===== src/rtl/tdd_sched.sv =====
// TDD/FDD frame scheduler: per-sample frame counter with TX/RX window decode.
// Define TDD_SCHED_ADJ_EN to enable the one-shot signed frame length correction.
module tdd_sched #(
  parameter int CW = 24,
  parameter int FW = 16
) (
  input  logic          clk,
  input  logic          rst,
  input  logic          enable,
  input  logic          tddmode,
  input  logic [CW-1:0] frame_len,
  input  logic [CW-1:0] tstart,
  input  logic [CW-1:0] tend,
  input  logic [CW-1:0] rstart,
  input  logic [CW-1:0] rend,
  input  logic [CW-1:0] frame_adj,
  input  logic          adj_req,
  output logic [CW-1:0] cnt,
  output logic          sync,
  output logic          oen,
  output logic          ien,
  output logic [FW-1:0] frame_cnt,
  output logic          adj_pending
);

  typedef enum logic {IDLE, RUN} state_t;

`ifdef TDD_SCHED_ADJ_EN
  localparam bit ADJ_EN = 1'b1;
`else
  localparam bit ADJ_EN = 1'b0;
`endif

  localparam logic signed [CW+1:0] T_MIN = (CW+2)'(2);
  localparam logic signed [CW+1:0] T_MAX = $signed({2'b00, {CW{1'b1}}});

  function automatic logic in_window(input logic [CW-1:0] c, input logic [CW-1:0] s,
                                     input logic [CW-1:0] e);
    if (s < e)      return (c >= s) && (c < e);
    else if (s > e) return (c >= s) || (c < e);
    else            return 1'b0;
  endfunction

  // Frame length after signed correction, saturated to [2, 2^CW-1].
  function automatic logic [CW-1:0] frame_len_sat(input logic [CW-1:0] len,
                                                  input logic signed [CW-1:0] adj);
    logic signed [CW+1:0] sum;
    sum = $signed({2'b00, len}) + $signed({{2{adj[CW-1]}}, adj});
    if (sum < T_MIN)      return T_MIN[CW-1:0];
    else if (sum > T_MAX) return T_MAX[CW-1:0];
    else                  return sum[CW-1:0];
  endfunction

  state_t                state_q, state_d;
  logic [CW-1:0]         cnt_q, cnt_d;
  logic                  sync_q, sync_d, oen_q, oen_d, ien_q, ien_d;
  logic [FW-1:0]         fc_q, fc_d;
  logic                  pend_q, pend_d, act_q, act_d;
  logic signed [CW-1:0]  adj_q, adj_d;
  logic [CW-1:0]         tc_q, tc_d;
  logic [CW-1:0]         flen_sh_q, ts_sh_q, te_sh_q, rs_sh_q, re_sh_q;
  logic [CW-1:0]         flen_sel, ts_sel, te_sel, rs_sel, re_sel, t_new;
  logic                  load, sh_load, use_adj;

  always_comb begin
    state_d = state_q;
    cnt_d   = '0;
    sync_d  = 1'b0;
    fc_d    = fc_q;
    pend_d  = pend_q;
    act_d   = act_q;
    adj_d   = adj_q;
    load    = 1'b0;
    use_adj = 1'b0;
    case (state_q)
      IDLE: begin
        pend_d = 1'b0;
        act_d  = 1'b0;
        if (enable) begin
          state_d = RUN;
          load    = 1'b1;
          sync_d  = 1'b1;
          fc_d    = fc_q + FW'(1);
        end
      end
      RUN: begin
        if (!enable) begin
          state_d = IDLE;
          pend_d  = 1'b0;
          act_d   = 1'b0;
        end else if (cnt_q == tc_q) begin
          load   = 1'b1;
          sync_d = 1'b1;
          fc_d   = fc_q + FW'(1);
          // act_q marks the adjusted frame; its end retires the pending request.
          if (act_q) begin
            act_d  = 1'b0;
            pend_d = 1'b0;
          end else if (pend_q) begin
            act_d   = 1'b1;
            use_adj = 1'b1;
          end
        end else begin
          cnt_d = cnt_q + CW'(1);
        end
        if (ADJ_EN && enable && adj_req && !pend_q) begin
          adj_d  = $signed(frame_adj);
          pend_d = 1'b1;
        end
      end
      default: state_d = IDLE;
    endcase

    // A starting frame decodes from the values being loaded into the shadows.
    sh_load  = (state_q == IDLE) || load;
    flen_sel = sh_load ? frame_len : flen_sh_q;
    ts_sel   = sh_load ? tstart    : ts_sh_q;
    te_sel   = sh_load ? tend      : te_sh_q;
    rs_sel   = sh_load ? rstart    : rs_sh_q;
    re_sel   = sh_load ? rend      : re_sh_q;
    t_new    = frame_len_sat(flen_sel, use_adj ? adj_q : '0);
    tc_d     = load ? (t_new - CW'(1)) : tc_q;

    oen_d = 1'b0;
    ien_d = 1'b0;
    if (state_d == RUN) begin
      oen_d = tddmode ? in_window(cnt_d, ts_sel, te_sel) : 1'b1;
      ien_d = tddmode ? in_window(cnt_d, rs_sel, re_sel) : 1'b1;
    end
  end

  always_ff @(posedge clk) begin
    if (rst) begin
      state_q <= IDLE;
      cnt_q   <= '0;
      sync_q  <= 1'b0;
      oen_q   <= 1'b0;
      ien_q   <= 1'b0;
      fc_q    <= '0;
      pend_q  <= 1'b0;
      act_q   <= 1'b0;
      adj_q   <= '0;
    end else begin
      state_q <= state_d;
      cnt_q   <= cnt_d;
      sync_q  <= sync_d;
      oen_q   <= oen_d;
      ien_q   <= ien_d;
      fc_q    <= fc_d;
      pend_q  <= pend_d;
      act_q   <= act_d;
      adj_q   <= adj_d;
    end
  end

  always_ff @(posedge clk) begin
    tc_q <= tc_d;
    if (sh_load) begin
      flen_sh_q <= frame_len;
      ts_sh_q   <= tstart;
      te_sh_q   <= tend;
      rs_sh_q   <= rstart;
      re_sh_q   <= rend;
    end
  end

  assign cnt         = cnt_q;
  assign sync        = sync_q;
  assign oen         = oen_q;
  assign ien         = ien_q;
  assign frame_cnt   = fc_q;
  assign adj_pending = pend_q;

endmodule

===== config.mk =====
export PLATFORM = sky130hd
export DESIGN_NAME = tdd_sched
export DESIGN_NICKNAME = d
export VERILOG_FILES = /design/src/rtl/tdd_sched.sv
export SDC_FILE = /design/constraint.sdc
export NUM_CORES = 1
export LEC_CHECK = 0
export BUFFER_PORTS_ARGS = -buffer_cell sky130_fd_sc_hd__buf_2
export CAP_MARGIN = 30
export CELL_PAD_IN_SITES_DETAIL_PLACEMENT = 0
export CELL_PAD_IN_SITES_GLOBAL_PLACEMENT = 2
export CORE_AREA = 2 2 181 183
export CTS_BUF_LIST = sky130_fd_sc_hd__clkbuf_8 sky130_fd_sc_hd__clkbuf_16
export CTS_CLUSTER_DIAMETER = 100
export CTS_CLUSTER_SIZE = 28
export DETAILED_ROUTE_END_ITERATION = 10
export DIE_AREA = 0 0 183 185
export GPL_TIMING_DRIVEN = 0
export PLACE_DENSITY_LB_ADDON = 0.2
export SETUP_SLACK_MARGIN = 0.15
export SYNTH_ARGS = -nofsm -noshare
export SYNTH_HDL_FRONTEND = slang
export SYNTH_SLANG_ARGS = --single-unit
export TNS_END_PERCENT = 5

===== constraint.sdc =====
create_clock -name clk -period 5.3 [get_ports clk]
set_input_delay 1.06 -clock clk [delete_from_list [all_inputs] [get_ports clk]]
set_output_delay 1.06 -clock clk [all_outputs]
set_load 0.05 [all_outputs]

Word-level counts from Yosys, hierarchy flattened
Cells that the tools add are included.

Divide/modulo/power cells: 0. $mul: 0. Multiplexer cells: 33. Bitwise operators: 2. $add $sub $neg: 3. $lt $le $gt $ge: 10. Shift-type cells: 0. Reductions and logical operators: 8. Equal/unequal tests: 6.

Operator list (count): 2-to-1 mux 24 bit (10); < comparator 24 bit (4); greater-or-equal comparator 24 bit (2); > comparator 24 bit (2); 2-to-1 mux 16 bit (3); one-hot mux 16 bit (2 select lines) (1); adder 24 x 1 -> 24 bit (second input constant) (1); == test 24 bit (1); > comparator 24 bit (second input constant) (1); < comparator 24 x 2 -> 1 bit (second input constant) (1); subtractor 24 x 1 -> 24 bit (second input constant) (1); adder 16 x 1 -> 16 bit (second input constant) (1); 2-to-1 mux 1 bit (16); inequality test 3 x 2 -> 1 bit (second input constant) (2); one-hot mux 1 bit (2 select lines) (3); inequality test 2 bit (second input constant) (2); logical OR 1 bit (3); AND reduction 3 bit (1); logical AND 1 bit (2); inequality test 2 x 1 -> 1 bit (second input constant) (1); NOT 1 bit (2); AND reduction 2 bit (1); OR reduction 2 bit (1).

Bits of input ports: 149. Memories: 0. Logic and storage cells: 76. Bits in latches: 0. Memory bits (writable): 0. ROM bits: 0. Output and inout bits: 44. Bits in registers: 190.

Longest topological paths before layout
Depth in word-level cells: 11. Mapped depth: 20. Mapped depth without buffers: 17.

Least setup slack after synthesis
Ideal clock, no wire load.

Kind: register -> register. Start point: reg cnt_q[19] (netlist: cnt[19]). End point: reg ien_q (netlist: ien). Buffers on the path: 5. Data arrival time: 4.555 ns. Cell stages (with the launch flop): 21. Path slack: 0.618 ns. Path through: dfxtp_1 buf_2 xor2_1 nor4_2 nand4_2 o31ai_4 buf_6 buf_6 buf_2 buf_4 mux2i_1 inv_1 ha_1 nand2b_1 a2111oi_0 o31ai_1 a2111oi_0 or2_1 or4_1 a21oi_1 or3_1.

Longest elaborated chain between the ends: 11. Elaborated cells between the ends (all ways): 20.

RTL lines: start, declared (RTL line 55) `logic [CW-1:0] cnt_q, cnt_d;`; start signal, assigned (RTL line 145) `cnt_q <= cnt_d;`; == test 24 bit (*) (RTL line 91) `end else if (cnt_q == tc_q) begin`; 2-to-1 mux 1 bit (*) (RTL line 91); 2-to-1 mux 1 bit (*) (RTL line 87) `if (!enable) begin`; one-hot mux 1 bit (2 select lines) (*) (RTL line 75) `case (state_q)`; logical OR 1 bit (*) (RTL line 115) `sh_load = (state_q == IDLE) || load;`; 2-to-1 mux 24 bit (*); named net rs_sel[0] (RTL line 62) `logic [CW-1:0] flen_sel, ts_sel, te_sel, rs_sel, re_sel, t_new;`; greater-or-equal comparator 24 bit (RTL line 39, 40); logical OR 1 bit (RTL line 40) `else if (s > e) return (c >= s) || (c < e);`; 2-to-1 mux 1 bit (RTL line 40); 2-to-1 mux 1 bit (*) (RTL line 39) `if (s < e) return (c >= s) && (c < e);`; 2-to-1 mux 1 bit (*) (RTL line 128) `ien_d = tddmode ? in_window(cnt_d, rs_sel, re_sel) : 1'b1;`; end signal, assigned (RTL line 148) `ien_q <= ien_d;`; end, declared (RTL line 56) `logic sync_q, sync_d, oen_q, oen_d, ien_q, ien_d;`.

Mark *: on every way through the listed nets, which the timed path passes. The rest lies on a longest branch. A chain may end at the register's enable or synchronous reset.

Final worst setup path
Start point: reg cnt_q[19] (netlist: cnt[19]). End point: reg oen_q (netlist: oen).

Longest elaborated chain between the ends: 11. Elaborated cells between the ends (all ways): 20.

RTL lines: branches (longest 9 deep; another with adder 24 x 1 -> 24 bit); 2-to-1 mux 1 bit (*) (RTL line 39); 2-to-1 mux 1 bit (*) (RTL line 127) `oen_d = tddmode ? in_window(cnt_d, ts_sel, te_sel) : 1'b1;`; end signal, assigned (RTL line 147) `oen_q <= oen_d;`; end, declared (RTL line 56).

Every way passes the cells marked *.

==> reports/metrics.yaml <==
yosys.area.top_type: "dfxtp_1"
synth-simple-area-share: 0.150
synth_top_family_by_area: "adder cells"
fin_crit_sh: 0.923
async_reset_ff_frac: 0
seq_area_frac_synth: 0.363
root_buffer: "clkbuf_16"
num_rows: 66
crit_path_end_kind: "flip-flop"
num_vias: 8677
crit_type: "flip-flop to flip-flop"
clk_latency_ns: 0.45
power_density_nw_per_um2: 265
critPathTopFamily: "compound AO/OA/AOI/OAI gates"
synthTopCellsByArea: "dfxtp_1, ha_1, mux2i_1"
synthMuxAreaShare: 0.123
viasPerCell: 4.92
area_delta_synth_final_pct: 19.3
leakagePower_nw: 6.41
cp_slowest_cell: "a2111oi_0"
port_buffers: 166
fill_cells: 3257
slew_headroom: 0.379
synth_commonest_cells: "dfxtp_1, ha_1, nor2_1"
cp_common_cell: "buf_6"
grt_max_degree: 34
cap_violations: 0
post_synth.cell_area_avg_sq_um: 9.60
wl_per_cell_um: 19.1
drtPass1Iterations: 4
max_freq_mhz: 204
worst_pin_slew_ns: 0.928
finalClockSkew_ns: 0.0144
setup_viol: 0
cts-htree-levels: 4
drt-initial-drc-count: 361
antenna_found_initial: 1
overflow: 0
hold_viol_final: 0
yosysWarnings: 0
routabilityCongestion: 0.833
clk_pin_slew_worst_paths_ns: 0.07
synth_top_flop_cell: "dfxtp_1"
synth_edf_count: 24
grt_use_total: 0.204
synth_top_area_frac: 0.298
clkSinkCount: 188
hold_path.class: "flip-flop to flip-flop"
layout-drive-gt1-share: 0.218
fin_cells: 1762
yosysMostFrequentCell: "dfxtp_1"
ant_nets: 0
synth_cells: 1149
rsz0062_at_grt: "yes"
ir_drop_v: 0.000231
clockBufferDepth: 2
crit_chain: "buf_2 > xor2_1 > nor4_2 > nand4_2 > o31ai_4 > buf_6 > buf_6 > buf_6 > buf_4 > mux2i_1 > ha_1 > a2111oi_0 > o21ai_1 > a311o_1 > o211ai_1 > o211ai_1 > mux2i_1 > o2111ai_1 > a21oi_1"
post-place-cells: 1723
yosys.area_share.adder: 0.164
drc: 0
drt-total-wl_um: 33700
min_period_ns: 4.89
pin_count: 193
cp.arrival_ns: 5.27
synth_seq_cells: 188
netlist_area_sq_um: 11000
die_area_sq_um: 33900
ctsHoldBuffers: 0
ys_types: 62
critPathLaunchType: "flip-flop"
die_h_um: 185
path_buf_inv: 5
syn-num-nets: 1443
synth_compound_area_frac: 0.0820
cts_made_buffers: 17
worstPathRequired_ns: 5.68
antenna_cells: 0
path_max_fanout: 10
critPathMaxStageDelay_ns: 0.42
slew_violations: 0
cts_tree: "built"
dp_hpwl_um: 26800
grt_pass1_wl_um: 51600
synth-xor-area-share: 0.0635
die_w_um: 183
seq_area_sq_um: 4010
multi_input_area_sq_um: 6550
final.setup.tns_ns: 0
grt_pass1_vias: 8823
coreArea_sq_um: 32000
fin_nets: 1635
start_util: 0.344
status: "finished clean"
registers in the layout (all words and copies together) (netlist names), 16 cells and up:
name / flops
re_sh_q: 24
frame_cnt: 16
flen_sh_q: 24
ts_sh_q: 24
tc_q: 24
cnt: 24
rs_sh_q: 24
te_sh_q: 24
final timing paths:
check	from	end	slack, ns	cells after the start
setup / recovery	cnt[19]$_SDFF_PP0_	oen$_SDFF_PP0_	0.41	19
hold / removal	rs_sh_q[23]$_DFF_P_	rs_sh_q[23]$_DFF_P_	0.49	2
setup reg to reg	cnt[19]$_SDFF_PP0_	oen$_SDFF_PP0_	0.41	19
hold reg to reg	rs_sh_q[23]$_DFF_P_	rs_sh_q[23]$_DFF_P_	0.49	2
placed cells by master (no fill, tap or decap), types with 21 or more instances in the layout:
master / synthesis / routed
buf_2: 8 / 173
nand2_1: 44 / 43
o21ai_0: 27 / 27
xor2_1: 59 / 59
a21oi_1: 36 / 36
ha_1: 145 / 145
mux2i_1: 92 / 87
inv_1: 89 / 89
edfxtp_1: 24 / 24
dfxtp_1: 164 / 157
mux2_1: 22 / 22
nand3_1: 36 / 36
nand4_1: 32 / 32
nor3_1: 39 / 39
nor2_1: 103 / 103
xnor2_1: 21 / 21
stage by stage:
stage	setup slack, ns	hold WS (ns)	util	total power [mW]	area (sq um)
2_1_floorplan	0.618	0.451	-	1.97	11000
3_3_place_gp	-0.375	0.475	0.386	2.16	12400
3_5_place_dp	-0.309	0.478	0.386	2.17	12400
4_1_cts	0.161	0.495	0.406	3.52	13000
5_1_grt	0.114	0.521	0.411	3.68	13200
6_report	0.409	0.493	0.411	3.49	13200
tightest hold or removal path, stage by stage, from the launching register on:
cell,delay (ns)
dfxtp_1,0.30
mux2i_1,0.08
inv_1,0.08
power breakdown:
group / internal [mW] / total (mW) / switching, mW
sequential: 1.54 / 1.58 / 0.0367
combinational: 0.236 / 0.566 / 0.330
clock: 0.717 / 1.35 / 0.628
area by class of cell:
| cell class | count | area share |
|---|---|---|
| multi-input cells | 823 | 0.497 |
| flip-flops and latches | 188 | 0.305 |
| repair buffers | 173 | 0.0671 |
| well taps | 408 | 0.0388 |
| clock buffers | 18 | 0.0334 |
| inverters | 106 | 0.0302 |
| plain buffers | 32 | 0.0169 |
| clock inverters | 14 | 0.0118 |
repair_timing:
item                                    CTS  global route
gates cloned                              0             0
endpoints found under the setup margin    2             2
setup buffers                             2             5
resized for setup                         9            34
pin swaps                                 2             4
routing by layer:
layer	global-route usage	up-vias	routed length, um
li1	-	4488	-
met1	0.260	3985	15800
met2	0.352	172	15800
met3	0.0387	30	1530
met4	0.0538	2	536
met5	0	-	7
logic make-up (layout without fill, tap and decap cells):
logic type               after synthesis  count (layout)
AND/OR/NAND/NOR                      328             328
buffers and inverters                138             343
XOR/XNOR                              80              80
adder cells (fa/ha/maj)              145             145
other                                  1               1
flip-flops                           188             188
multiplexers                         131             131
AO/OA/AOI/OAI                        138             138
Power figures use the tool's default switching activity.
